===== src/rtl/mem_load_arbiter_pkg.sv =====
// Shared types for the program-RAM port arbiter: FSM state encoding and CPU access size codes.
// No logic; latency n/a.
// Backpressure n/a.
package mem_load_arbiter_pkg;

    typedef enum logic [1:0] {
        ST_IDLE    = 2'd0,
        ST_DRAIN   = 2'd1,
        ST_LOAD    = 2'd2,
        ST_RELEASE = 2'd3
    } arb_state_t;

    localparam logic [1:0] SIZE_BYTE = 2'd0;
    localparam logic [1:0] SIZE_HALF = 2'd1;
    localparam logic [1:0] SIZE_WORD = 2'd2;

    localparam logic [3:0] BE_NONE = 4'b0000;
    localparam logic [3:0] BE_WORD = 4'b1111;

endpackage


===== src/rtl/mem_byte_en.sv =====
// Decodes CPU access size and byte offset into a 4-lane write mask.
// Latency: combinational.
// Backpressure: none.
module mem_byte_en
    import mem_load_arbiter_pkg::*;
(
    input  logic [1:0] size,
    input  logic [1:0] offset,
    output logic [3:0] byte_en
);

    always_comb begin
        byte_en = BE_WORD;
        case (size)
            SIZE_BYTE: byte_en = 4'b0001 << offset;
            SIZE_HALF: byte_en = 4'b0011 << offset;
            default:   byte_en = BE_WORD;
        endcase
    end

endmodule


===== src/rtl/mem_load_arbiter.sv =====
// Shares the program-RAM data port between the CPU dBus and a loader; optional loader readback under MEM_ARB_READBACK_EN.
// Latency: RAM command combinational from owner, read response 1 cycle; ld_req rise->ld_gnt 2 cycles, fall->cpu ready 2 cycles.
// Backpressure: cpu_cmd_ready only in IDLE, ld_ready only in LOAD; cpu_hold covers the whole session.
module mem_load_arbiter
    import mem_load_arbiter_pkg::*;
#(
    parameter int ADDR_BITS = 11,
    parameter int CNT_BITS  = 16
) (
    input  logic                 clk,
    input  logic                 reset_n,

    input  logic                 cpu_cmd_valid,
    output logic                 cpu_cmd_ready,
    input  logic                 cpu_cmd_wr,
    input  logic [ADDR_BITS-1:0] cpu_cmd_addr,
    input  logic [1:0]           cpu_cmd_size,
    input  logic [31:0]          cpu_cmd_wdata,
    output logic                 cpu_rsp_valid,
    output logic [31:0]          cpu_rsp_data,
    output logic                 cpu_hold,

    input  logic                 ld_req,
    output logic                 ld_gnt,
    input  logic                 ld_valid,
    output logic                 ld_ready,
    input  logic                 ld_wr,
    input  logic [ADDR_BITS-3:0] ld_addr,
    input  logic [31:0]          ld_wdata,
    output logic                 ld_rsp_valid,
    output logic [31:0]          ld_rsp_data,
    output logic [CNT_BITS-1:0]  ld_count,

    output logic                 ram_en,
    output logic [3:0]           ram_we,
    output logic [ADDR_BITS-3:0] ram_addr,
    output logic [31:0]          ram_wdata,
    input  logic [31:0]          ram_rdata
);

    arb_state_t          state_q, state_d;
    logic                cpu_rd_pend_q;
    logic [CNT_BITS-1:0] ld_count_q;
    logic [3:0]          cpu_be;
    logic                cpu_acc;
    logic                ld_wr_acc;
    logic                ld_rd_ram;

    mem_byte_en u_byte_en (
        .size    (cpu_cmd_size),
        .offset  (cpu_cmd_addr[1:0]),
        .byte_en (cpu_be)
    );

    assign cpu_acc   = (state_q == ST_IDLE) && cpu_cmd_valid;
    assign ld_wr_acc = (state_q == ST_LOAD) && ld_valid && ld_wr;

    always_ff @(posedge clk or negedge reset_n) begin
        if (!reset_n) begin
            state_q <= ST_IDLE;
        end else begin
            state_q <= state_d;
        end
    end

    always_comb begin
        state_d = state_q;
        case (state_q)
            ST_IDLE: begin
                if (ld_req) state_d = ST_DRAIN;
            end
            ST_DRAIN: begin
                // A read accepted in the last IDLE cycle returns during DRAIN
                // without touching the port, so one cycle always suffices.
                if (!ld_req) state_d = ST_IDLE;
                else         state_d = ST_LOAD;
            end
            ST_LOAD: begin
                if (!ld_req) state_d = ST_RELEASE;
            end
            ST_RELEASE: state_d = ST_IDLE;
            default:    state_d = ST_IDLE;
        endcase
    end

    always_comb begin
        cpu_cmd_ready = 1'b0;
        cpu_hold      = 1'b0;
        ld_gnt        = 1'b0;
        ld_ready      = 1'b0;
        ram_en        = 1'b0;
        ram_we        = BE_NONE;
        ram_addr      = cpu_cmd_addr[ADDR_BITS-1:2];
        ram_wdata     = cpu_cmd_wdata;
        case (state_q)
            ST_IDLE: begin
                cpu_cmd_ready = 1'b1;
                ram_en        = cpu_cmd_valid;
                ram_we        = (cpu_cmd_valid && cpu_cmd_wr) ? cpu_be : BE_NONE;
            end
            ST_DRAIN: begin
                cpu_hold = 1'b1;
            end
            ST_LOAD: begin
                cpu_hold  = 1'b1;
                ld_gnt    = 1'b1;
                ld_ready  = 1'b1;
                ram_en    = ld_wr_acc || ld_rd_ram;
                ram_we    = ld_wr_acc ? BE_WORD : BE_NONE;
                ram_addr  = ld_addr;
                ram_wdata = ld_wdata;
            end
            default: begin
                cpu_hold = 1'b1;
            end
        endcase
    end

    always_ff @(posedge clk or negedge reset_n) begin
        if (!reset_n) begin
            cpu_rd_pend_q <= 1'b0;
        end else begin
            cpu_rd_pend_q <= cpu_acc && !cpu_cmd_wr;
        end
    end

    assign cpu_rsp_valid = cpu_rd_pend_q;
    assign cpu_rsp_data  = ram_rdata;

    // Count restarts when a session begins and holds its value after it ends.
    always_ff @(posedge clk or negedge reset_n) begin
        if (!reset_n) begin
            ld_count_q <= '0;
        end else if ((state_q == ST_IDLE) && ld_req) begin
            ld_count_q <= '0;
        end else if (ld_wr_acc && !(&ld_count_q)) begin
            ld_count_q <= ld_count_q + 1'b1;
        end
    end

    assign ld_count = ld_count_q;

`ifdef MEM_ARB_READBACK_EN
    logic ld_rd_pend_q;

    assign ld_rd_ram = (state_q == ST_LOAD) && ld_valid && !ld_wr;

    always_ff @(posedge clk or negedge reset_n) begin
        if (!reset_n) begin
            ld_rd_pend_q <= 1'b0;
        end else begin
            ld_rd_pend_q <= ld_rd_ram;
        end
    end

    assign ld_rsp_valid = ld_rd_pend_q;
    assign ld_rsp_data  = ram_rdata;
`else
    // Loader reads are still handshaken in LOAD but never reach the RAM.
    assign ld_rd_ram    = 1'b0;
    assign ld_rsp_valid = 1'b0;
    assign ld_rsp_data  = '0;
`endif

endmodule


===== config.mk =====
export PLATFORM = sky130hd
export DESIGN_NAME = mem_load_arbiter
export DESIGN_NICKNAME = d
export VERILOG_FILES = /design/src/rtl/mem_load_arbiter_pkg.sv /design/src/rtl/mem_byte_en.sv /design/src/rtl/mem_load_arbiter.sv
export SDC_FILE = /design/constraint.sdc
export NUM_CORES = 1
export LEC_CHECK = 0
export CAP_MARGIN = 20
export CORE_AREA = 2 2 101 103
export CTS_BUF_LIST = sky130_fd_sc_hd__clkbuf_4 sky130_fd_sc_hd__clkbuf_8
export CTS_CLUSTER_DIAMETER = 30
export DETAILED_ROUTE_END_ITERATION = 10
export DIE_AREA = 0 0 103 105
export PLACE_DENSITY = 0.68
export SYNTH_ARGS = -nofsm -noshare
export SYNTH_HDL_FRONTEND = slang
export SYNTH_SLANG_ARGS = --single-unit

===== constraint.sdc =====
create_clock -name clk -period 2.4 [get_ports clk]
set_input_delay 0.48 -clock clk [delete_from_list [all_inputs] [get_ports clk]]
set_output_delay 0.48 -clock clk [all_outputs]
set_load 0.005 [all_outputs]

* After elaboration in Yosys (flattened, before gate mapping) *
Cells that the tools add are included.

storage, ports and cells
  logic and storage cells = 42
  flip-flop bits (word level) = 19

cells by class
  multiplexer cells = 16
  equal/unequal tests = 6
  $add $sub $neg = 1
  shift-type cells = 2
  reduce and logical (&&, ||, !) cells = 14

operator list
  cell                     count
  $mux W16                 2
  $mux W32                 1
  $add A16 B1 Y16 const B  1
  $pmux W4 S2              2
  $reduce_and A16 Y1       1
  $mux W9                  1
  $mux W4                  2
  $pmux W2 S4              1
  $logic_and A1 B1 Y1      7
  $mux W2                  3
  $eq A2 B1 Y1 const B     2
  $eq A2 B2 Y1 const B     2
  $logic_not A2 Y1         2
  $ne A2 B2 Y1 const B     2
  $shl A1 B2 Y4 const A    1
  $shl A2 B2 Y4 const A    1
  $mux W1                  3
  $logic_not A1 Y1         2
  $pmux W1 S2              1
  $reduce_and A2 Y1        1
  $reduce_bool A2 Y1       1

* Depth between registers and ports, before layout *
  word-level depth = 6
  mapped depth = 7

* Cells and area by module *
Synthesis repeated with hierarchy kept, for this count alone.

second synthesis, totals
  cells, all modules = 325
  area, all modules = 2139.6 µm²

modules (own cells, without submodules)
  module            cells each  area an instance (µm²)  times used  sequential area each (µm²)
  mem_load_arbiter  317         2088.3                  1           475.5
  mem_byte_en       8           51.3                    1           0.0

* Least setup slack after synthesis *
No wires, ideal clock.

  path type = flip-flop to flip-flop
  from = register ld_count_q[8], in the netlist ld_count[8]
  to = register ld_count_q[14], in the netlist ld_count[14]
  path buffers = 1
  cell stages (with the launch flop) = 7
  data arrival time = 1784 ps
  setup time = 118 ps
  path slack = 498 ps
  cell sequence = dfrtp_1 > and3_4 > or3b_4 > o21a_1 > buf_6 > mux2_4 > a21o_1

between the ends
  cells in the longest elaborated chain, start to end = 4

RTL lines
  element                                                                  line                     text
  start: declaration                                                       mem_load_arbiter.sv:43   logic [CNT_BITS-1:0] ld_count_q;
  start signal: assignment                                                 mem_load_arbiter.sv:137  ld_count_q <= ld_count_q + 1'b1;
  parallel branches: the longest is 4 deep, another holds $add A16 B1 Y16  -

Several ways; the timed one is not identified. The select of a mux whose other input is x is not followed.
A chain may end at the register's enable or synchronous reset.

==> results_dict.tcl <==
set metrics [dict create \
    outcome "finished, final reports clean" \
    firstDrtPassIters 4 \
    grtUsageTotal_pct 14.0 \
    p_int_mw 1.44 \
    worst_hold_slack_ns 0.532 \
    hold_violations 0 \
    skew_ns 0.00951 \
    dieArea_mm2 0.0108 \
    synth-edff-count 0 \
    critPathKind "reg2out" \
    crit_path_max_fanout 10 \
    diodes 0 \
    fin_cells 511 \
    worstSetupEndpointType "output port" \
    syn_avg_cell_area_um2 8.90 \
    root_buffer "clkbuf_8" \
    ys_types 42 \
    yosysSeqAreaShare_pct 22.7 \
    port_buffers 159 \
    synth_ff_type "dfrtp_1" \
    async_reset_ff_share_pct 100 \
    initial_utilization_pct 21.7 \
    synth_area_mm2 0.00209 \
    grt_max_degree 32 \
    critPathRequiredTime_ns 1.92 \
    grt_pass1_wl_um 11600 \
    p_switching_mw 0.689 \
    yosys_warnings 0 \
    detail-route-antenna-nets 0 \
    max_freq_mhz 425 \
    synth.area.mux_share_pct 23.7 \
    synthCells 235 \
    finalMaxSlewViolations 0 \
    synth_top_family_by_area "buffers and inverters" \
    htree_levels 1 \
    wl_per_cell_um 16.7 \
    post-route-drc-count 0 \
    die_h_um 105 \
    setup_viol 0 \
    setup_ws_ns 0.0467 \
    synth_adder_area_share_pct 0.598 \
    power_leakage_nw 1.89 \
    grt_pass1_vias 2059 \
    cts_made_buffers 3 \
    dp_cells 495 \
    place_congestion 0.867 \
    hold_buffers 0 \
    cts_tree "built" \
    start_kind "flip-flop" \
    path_cells "nor2b_4 -> buf_12 -> clkbuf_16 -> buf_4 -> mux2_2 -> dlygate4sd2_1" \
    netlist_top_cells_count "67 x buf_4, 41 x mux2_2, 19 x dfrtp_1" \
    netlist.area_leader.share_pct 24.0 \
    dp_slack_ns -0.0555 \
    synthToLayoutAreaGrowth_pct 82.8 \
    clk_latency_ns 0.26 \
    slew_headroom_pct 54.8 \
    synth_top_cell_by_area "buf_4" \
    synth_most_common_cell "buf_4" \
    hold_class "reg2reg" \
    drt_wl_total_um 8550 \
    synth.area.top_cells "buf_4 24%, dfrtp_1 23%, mux2_2 22%" \
    clkPwrFrac_pct 10.5 \
    num_vias 2147 \
    clock_path_buffers 2 \
    peakVddDrop_v 0.000246 \
    die_w_um 103 \
    drv_cap 0 \
    crit_path_top_delay_cell "dfrtp_1" \
    ioPinCount 257 \
    drive_gt1_share_pct 21.2 \
    synth-simple-area-share_pct 16.4 \
    place_hpwl_um 7020 \
    ys_ff_latch 19 \
    coreArea_mm2 0.00964 \
    power_density_mw_per_mm2 557 \
    p_comb_share_pct 71.9 \
    cp.arrival_ns 1.87 \
    grt-ovfl-total 0 \
    final.period_utilization_pct 98.1 \
    tightest_slew_ns 0.671 \
    via_per_inst 4.20 \
    fin_nets 505 \
    synth_compound_area_share_pct 7.48 \
    rows 36 \
    cpPeakStageDelay_ns 0.41 \
    path_clk_slew_ns 0.07 \
    antenna_found_initial 0 \
    period_needed_ns 2.35 \
    p_sw_share_pct 32.3 \
    dr.first_iter.drc_count 55 \
    synth-xor-area-share_pct 2.51 \
    cts.sinks 19 \
    seqPwrFrac_pct 17.6 \
]
routing by layer:
layer	global-route usage (%)	part of all wire, %	up-vias	wire length, um
met1	15.2	37	1000	3150
met3	6.62	11	2	908
met5	0	0	-	0
met4	0.846	0.15	0	13
li1	-	-	1012	-
met2	25.5	52	133	4480
logic make-up (layout without fill, tap and decap cells):
family / Yosys count / count (layout)
muxes: 44 / 44
xor gates and xnor gates: 6 / 6
buffers and inverters: 76 / 187
other: 1 / 33
and+or+nand+nor: 66 / 66
AOI/OAI and AO/OA: 22 / 22
DFF: 19 / 19
adders and majority gates: 1 / 1
through the flow:
step                total power, mW  setup TNS [ns]  cell area (um^2)  utilization [%]
finish                         2.13               0              3820             39.7
global route                   2.26         -0.0440              3820             39.7
CTS                            1.94         -0.0124              3560             37.0
detailed placement             1.73         -0.0920              3520             36.5
global placement               1.73         -0.0975              3520             36.5
floorplan                      1.02               0              2210                -
power by group through the flow:
stage | logic (mW) | clock network, mW | registers (mW)
CTS | 1.33 | 0.232 | 0.375
floorplan | 0.643 | 0 | 0.372
global placement | 1.35 | 0 | 0.379
detailed placement | 1.35 | 0 | 0.381
global route | 1.64 | 0.244 | 0.378
finish | 1.53 | 0.224 | 0.375
worst paths after layout:
check,endpoint,slack (ns),cells after the start,start
min,state_q[0],0.53,1,state_q[0]
max,ram_addr[0],0.05,6,flip-flop
max reg2reg,ld_count[13],0.18,6,ld_count[9]
min in group asynchronous,ld_count[15],0.55,2,reset_n
max in group asynchronous,ld_count[4],1.64,2,reset_n
min reg2reg,state_q[0],0.53,1,state_q[0]
placed cells by master (no fill, tap or decap), types with 4 or more instances in the layout:
master / n
buf_4: 16
clkdlybuf4s50_1: 113
conb_1: 33
dfrtp_1: 19
dlygate4sd2_1: 11
dlymetal6s2s_1: 35
mux2_2: 41
nand2_1: 14
nand3_1: 7
nand4_1: 4
nor2_1: 18
o211ai_1: 5
xnor2_1: 4
state kept, by name, summed over array words and instances, names as in the netlist, named ones only:
name and count:
ld_count 16, cpu_rsp_valid 1, state_q 1
final cells by class:
| cell class | count | area, um^2 |
|---|---|---|
| multi-input combinational | 172 | 1210 |
| timing repair buffer | 181 | 1920 |
| clock inverter | 1 | 5.00 |
| sequential | 19 | 475 |
| inverter | 2 | 7.51 |
| fill | 973 | 5810 |
| clock buffer | 3 | 41.3 |
| tap | 133 | 166 |
critical path, delay by kind of cell, from the launching register on:
family | cells | cell delay (ns)
simple gates | 1 | 0.19
flops | 1 | 0.41
mux | 1 | 0.34
buf+inv | 4 | 0.69
timing repair:
item,CTS,global route
pin swaps,0,0
buffers inserted,0,9
gates cloned,0,3
hold endpoints to repair,0,0
endpoints found under the setup margin,18,35
resized for setup,14,40
Note: power is estimated with default switching activity, not from simulation.
